### src/rtl/uart_receiver.sv
// UART receiver: 8 data bits LSB first, one stop bit, mid-bit sampling, single holding register.
// Define UART_RX_PARITY_EN to add an even-parity bit between the data bits and the stop bit.
module uart_receiver #(
    parameter int CLKS_PER_BIT = 5208
) (
    input  logic       clock,
    input  logic       reset,
    input  logic       data_in,
    input  logic       read,
    output logic [7:0] data_out,
    output logic       valid,
    output logic       parity_error,
    output logic       frame_error,
    output logic       overrun,
    output logic       hold
);

    localparam int CNT_W = $clog2(CLKS_PER_BIT);
    localparam logic [CNT_W-1:0] LAST = CNT_W'(CLKS_PER_BIT - 1);
    localparam logic [CNT_W-1:0] HALF = CNT_W'(CLKS_PER_BIT / 2);

`ifdef UART_RX_PARITY_EN
    typedef enum logic [2:0] {IDLE, START, DATA, PARITY, STOP} state_t;
`else
    typedef enum logic [2:0] {IDLE, START, DATA, STOP} state_t;
`endif

    state_t           state_q, state_d;
    logic [1:0]       sync_q;
    logic [CNT_W-1:0] timer_q, timer_d;
    logic [2:0]       idx_q, idx_d;
    logic [7:0]       shreg_q, shreg_d;
    logic [7:0]       data_q, data_d;
    logic             valid_q, valid_d;
    logic             perr_q, perr_d;
    logic             fe_q, fe_d;
    logic             ov_q, ov_d;
    logic             brk_q, brk_d;
`ifdef UART_RX_PARITY_EN
    logic             par_q, par_d;
`endif
    logic             rx;

    assign rx = sync_q[1];

    always_ff @(posedge clock or negedge reset) begin
        if (!reset) begin
            sync_q  <= 2'b11;
            state_q <= IDLE;
            timer_q <= '0;
            idx_q   <= '0;
            shreg_q <= '0;
            data_q  <= '0;
            valid_q <= 1'b0;
            perr_q  <= 1'b0;
            fe_q    <= 1'b0;
            ov_q    <= 1'b0;
            brk_q   <= 1'b0;
`ifdef UART_RX_PARITY_EN
            par_q   <= 1'b0;
`endif
        end else begin
            sync_q  <= {sync_q[0], data_in};
            state_q <= state_d;
            timer_q <= timer_d;
            idx_q   <= idx_d;
            shreg_q <= shreg_d;
            data_q  <= data_d;
            valid_q <= valid_d;
            perr_q  <= perr_d;
            fe_q    <= fe_d;
            ov_q    <= ov_d;
            brk_q   <= brk_d;
`ifdef UART_RX_PARITY_EN
            par_q   <= par_d;
`endif
        end
    end

    always_comb begin
        state_d = state_q;
        timer_d = timer_q + CNT_W'(1);
        idx_d   = idx_q;
        shreg_d = shreg_q;
        data_d  = data_q;
        valid_d = valid_q;
        perr_d  = perr_q;
        fe_d    = 1'b0;
        ov_d    = 1'b0;
        brk_d   = brk_q;
`ifdef UART_RX_PARITY_EN
        par_d   = par_q;
`endif
        if (read && valid_q) valid_d = 1'b0;

        case (state_q)
            IDLE: begin
                timer_d = '0;
                // After a framing error the line must go idle before a new start is trusted.
                if (brk_q) begin
                    if (rx) brk_d = 1'b0;
                end else if (!rx) begin
                    state_d = START;
                end
            end
            START: begin
                if (timer_q == HALF) begin
                    timer_d = '0;
                    idx_d   = '0;
                    state_d = rx ? IDLE : DATA;
                end
            end
            DATA: begin
                if (timer_q == LAST) begin
                    timer_d        = '0;
                    shreg_d[idx_q] = rx;
                    idx_d          = idx_q + 3'd1;
`ifdef UART_RX_PARITY_EN
                    if (idx_q == 3'd7) state_d = PARITY;
`else
                    if (idx_q == 3'd7) state_d = STOP;
`endif
                end
            end
`ifdef UART_RX_PARITY_EN
            PARITY: begin
                if (timer_q == LAST) begin
                    timer_d = '0;
                    par_d   = rx;
                    state_d = STOP;
                end
            end
`endif
            STOP: begin
                if (timer_q == LAST) begin
                    timer_d = '0;
                    state_d = IDLE;
                    if (!rx) begin
                        fe_d  = 1'b1;
                        brk_d = 1'b1;
                    end else if (valid_q && !read) begin
                        ov_d = 1'b1;
                    end else begin
                        // A load overrides a same-cycle read.
                        data_d  = shreg_q;
                        valid_d = 1'b1;
`ifdef UART_RX_PARITY_EN
                        perr_d  = ^{shreg_q, par_q};
`else
                        perr_d  = 1'b0;
`endif
                    end
                end
            end
            default: state_d = IDLE;
        endcase
    end

    assign data_out     = data_q;
    assign valid        = valid_q;
    assign hold         = valid_q;
    assign parity_error = perr_q;
    assign frame_error  = fe_q;
    assign overrun      = ov_q;

endmodule

### config.mk
export PLATFORM = sky130hd
export DESIGN_NAME = uart_receiver
export DESIGN_NICKNAME = d
export VERILOG_FILES = /design/src/rtl/uart_receiver.sv
export SDC_FILE = /design/constraint.sdc
export NUM_CORES = 1
export LEC_CHECK = 0
export CORE_MARGIN = 2
export CORE_UTILIZATION = 41
export CTS_CLUSTER_SIZE = 12
export DETAILED_ROUTE_END_ITERATION = 10
export SKIP_CTS_REPAIR_TIMING = 1
export SYNTH_ARGS = -nofsm -noshare
export SYNTH_HDL_FRONTEND = slang
export SYNTH_SLANG_ARGS = --single-unit
### constraint.sdc
create_clock -name clock -period 2.2 [get_ports clock]
set_input_delay 0.44 -clock clock [delete_from_list [all_inputs] [get_ports clock]]
set_output_delay 0.44 -clock clock [all_outputs]
set_load 0.02 [all_outputs]
==> flow_metrics.env <==
export IMPL_finalNetCount=202
export IMPL_power_density_mw_per_mm2=591
export IMPL_path_max_fanout=6
export IMPL_worstSetupEndpointType="flop"
export IMPL_hold_class="in2async"
export IMPL_period_share=0.923
export IMPL_drc=0
export IMPL_setup_viol=0
export IMPL_outcome="finished, final reports clean"
export IMPL_io_buffers=15
export IMPL_setup_slack_ns=0.169
export IMPL_dr_pass1_iters=4
export IMPL_startpoint="timer_q[0]$_DFF_PN0_"
export IMPL_crit_type="reg2reg"
export IMPL_fin_crit_ns=2.03
export IMPL_rrSetupSlack_ns=0.17
export IMPL_synth_area_sq_mm=0.00202
export IMPL_tightest_slew_ns=0.536
export IMPL_numPlacedInstances=254
export IMPL_grt_pass1_vias=1290
export IMPL_grt_overflow_total=0
export IMPL_core_sq_mm=0.00472
export IMPL_antenna_found_initial=0
export IMPL_critPathBufInv=0
export IMPL_routedWlPerCell_microns=14.2
export IMPL_clock_fmax_mhz=492
export IMPL_final_common_cell="dfrtp_1"
export IMPL_place_gp_congestion=0.792
export IMPL_grt_usage=0.155
export IMPL_reg2regPathDepth=5
export IMPL_ys_flop_type="dfrtp_1"
export IMPL_leakage_uw=0.00100
export IMPL_post_dp_hpwl_microns=2670
export IMPL_num_io_pins=17
export IMPL_place_ws_ns=0.112
export IMPL_synth_edf_count=0
export IMPL_ir_worst_vdd_mv=0.377
export IMPL_h_tree_depth=2
export IMPL_fin_tns_setup_ns=0
export IMPL_fin_cells=262
export IMPL_hold_viol=0
export IMPL_power_uw=1390
export IMPL_syn_to_final_growth_pct=16.6
export IMPL_ys_types=42
export IMPL_synth_seq_area_share=0.498
export IMPL_num_rows=25
export IMPL_layout_common_cells="dfrtp_1 (38), mux2_2 (16), nor2_1 (15)"
export IMPL_die_h_microns=74.1
export IMPL_grt_pass1_wl_microns=6390
export IMPL_worstReg2RegEnd="shreg_q[2]$_DFFE_PN0P_"
export IMPL_die_w_microns=74.1
export IMPL_async_reset_ff_frac=1.00
export IMPL_ys_seq_elements=40
export IMPL_synthCells=178
export IMPL_via_per_inst=5.15
export IMPL_crit_family="simple AND/OR/NAND/NOR gates"
export IMPL_yosysWarningCount=0
export IMPL_relSlewSlack=0.643
export IMPL_crit_path_cell_trace="ha_2 -> and4bb_1 -> nand4_1 -> nor4b_2 -> mux2_2"
export IMPL_num_antenna_cells=0
export IMPL_syn_num_nets=186
export IMPL_insertion_delay_ns=0.29
export IMPL_cap_violations=0
export IMPL_path_clk_slew_ns=0.08
export IMPL_cp_arrival_ns=2.21
export IMPL_r2r_start="timer_q[0]$_DFF_PN0_"
export IMPL_die_area_sq_mm=0.00550
export IMPL_synth_avg_cell_area_sq_um=11.3
export IMPL_dr_first_iter_drc_count=66
export IMPL_cts_root_buf="clkbuf_8"
export IMPL_fin_skew_ns=0.0103
export IMPL_drive_gt1_frac=0.215
export IMPL_initial_core_util=0.427
export IMPL_max_stage_delay_ns=0.43
export IMPL_drv_slew=0
export IMPL_cts_tree="built"
export IMPL_cts_buffer_depth=2
export IMPL_drt_wl_total_microns=3710
export IMPL_crit_path_start_kind="flop"
export IMPL_cpMaxStageDelayCell="dfrtp_1"
export IMPL_clkSinkCount=40
export IMPL_ant_nets=0
export IMPL_n_fill_cell=423
export IMPL_cts_made_buffers=5
export IMPL_cp_required_ns=2.38
export IMPL_rsz0062_at_grt="no"
export IMPL_dr_total_vias=1348
export IMPL_grt_max_degree=25
area by class of cell:
type / count / area (sq um) / share of cell area
timing repair buffer: 21 / 190 / 0.0809
clock buffer: 6 / 82.6 / 0.0351
sequential: 40 / 1000 / 0.427
multi-input combinational: 122 / 937 / 0.399
inverter: 4 / 15.0 / 0.00639
tap: 67 / 83.8 / 0.0357
clock inverter: 2 / 38.8 / 0.0165
worst max-delay path by stage:
| stage | to | depth (start not counted) | slack, ns |
|---|---|---|---|
| after global routing | shreg_q[2]$_DFFE_PN0P_ | 5 | 0.01 |
| after global placement | data_out[6]$_DFFE_PN0P_ | 5 | 0.20 |
| after floorplan | shreg_q[4]$_DFFE_PN0P_ | 5 | 0.35 |
| after CTS | data_out[7]$_DFFE_PN0P_ | 5 | 0.10 |
| after detailed placement | data_out[7]$_DFFE_PN0P_ | 5 | 0.11 |
| final | shreg_q[2]$_DFFE_PN0P_ | 5 | 0.17 |
per-layer routing:
layer	up-vias	track usage	routed length [microns]
li1	661	-	-
met1	655	0.216	1800
met2	30	0.233	1730
met3	2	0.0461	148
met4	0	0.0525	22
met5	-	0	0
cells in the mapped netlist, drive strengths merged (2+ instances only):
cell      n  area [sq um]
a21o      3          22.5
a31oi     2          12.5
and3      4          25.0
and4bb    3          41.3
buf       7          43.8
clkbuf    5          20.0
dfrtp    38           951
dfstp     2          52.6
ha        4          50.1
inv       4          15.0
mux2     16           180
mux2i     3          30.0
nand2    10          37.5
nand2b    2          12.5
nand3    11          67.6
nand4     5          31.3
nand4b    2          17.5
nand4bb   3          33.8
nor2     15          56.3
nor2b     6          37.5
nor3      6          41.3
nor4      5          37.5
nor4b     4          47.6
xnor2     7          61.3
xor2      4          35.0
kinds of logic (layout without fill, tap and decap cells):
group / after synthesis / in the layout / synth area share
and+or+nand+nor: 77 / 77 / 0.246
AOI/OAI and AO/OA: 10 / 10 / 0.0391
xor gates and xnor gates: 11 / 11 / 0.0478
adders and majority gates: 4 / 4 / 0.0248
buffers and inverters: 16 / 33 / 0.0391
muxes: 19 / 19 / 0.104
other: 1 / 1 / 0.00186
DFF: 40 / 40 / 0.498
report_power, final:
part / leakage (uW) / switching (uW) / internal, uW / total (uW)
Combinational: 0.000403 / 20.3 / 7.89 / 28.2
Sequential: 0.000537 / 0.931 / 738 / 739
Clock: 0.0000614 / 251 / 371 / 622
state kept, by name (all words and copies together), names as in the netlist:
register and count:
frame_error 1, overrun 1, shreg_q 8, data_out 8
timer_q 13, sync_q 2, brk_q 1, hold 1
idx_q 3, state_q 2
metrics by stage:
| step | util | cell area (sq um) | hold WS, ns |
|---|---|---|---|
| after floorplan | - | 2020 | 0.144 |
| after global placement | 0.472 | 2230 | 0.348 |
| after detailed placement | 0.472 | 2230 | 0.348 |
| after CTS | 0.497 | 2350 | 0.134 |
| after global routing | 0.498 | 2350 | 0.157 |
| final | 0.498 | 2350 | 0.120 |
worst reg2reg max path, stage by stage (launching register included):
cell and delay (ns):
dfrtp_1 0.43, ha_2 0.25, and4bb_1 0.29, nand4_1 0.23, nor4b_2 0.35, mux2_2 0.36
No activity file was read; power rests on OpenSTA's default activity.
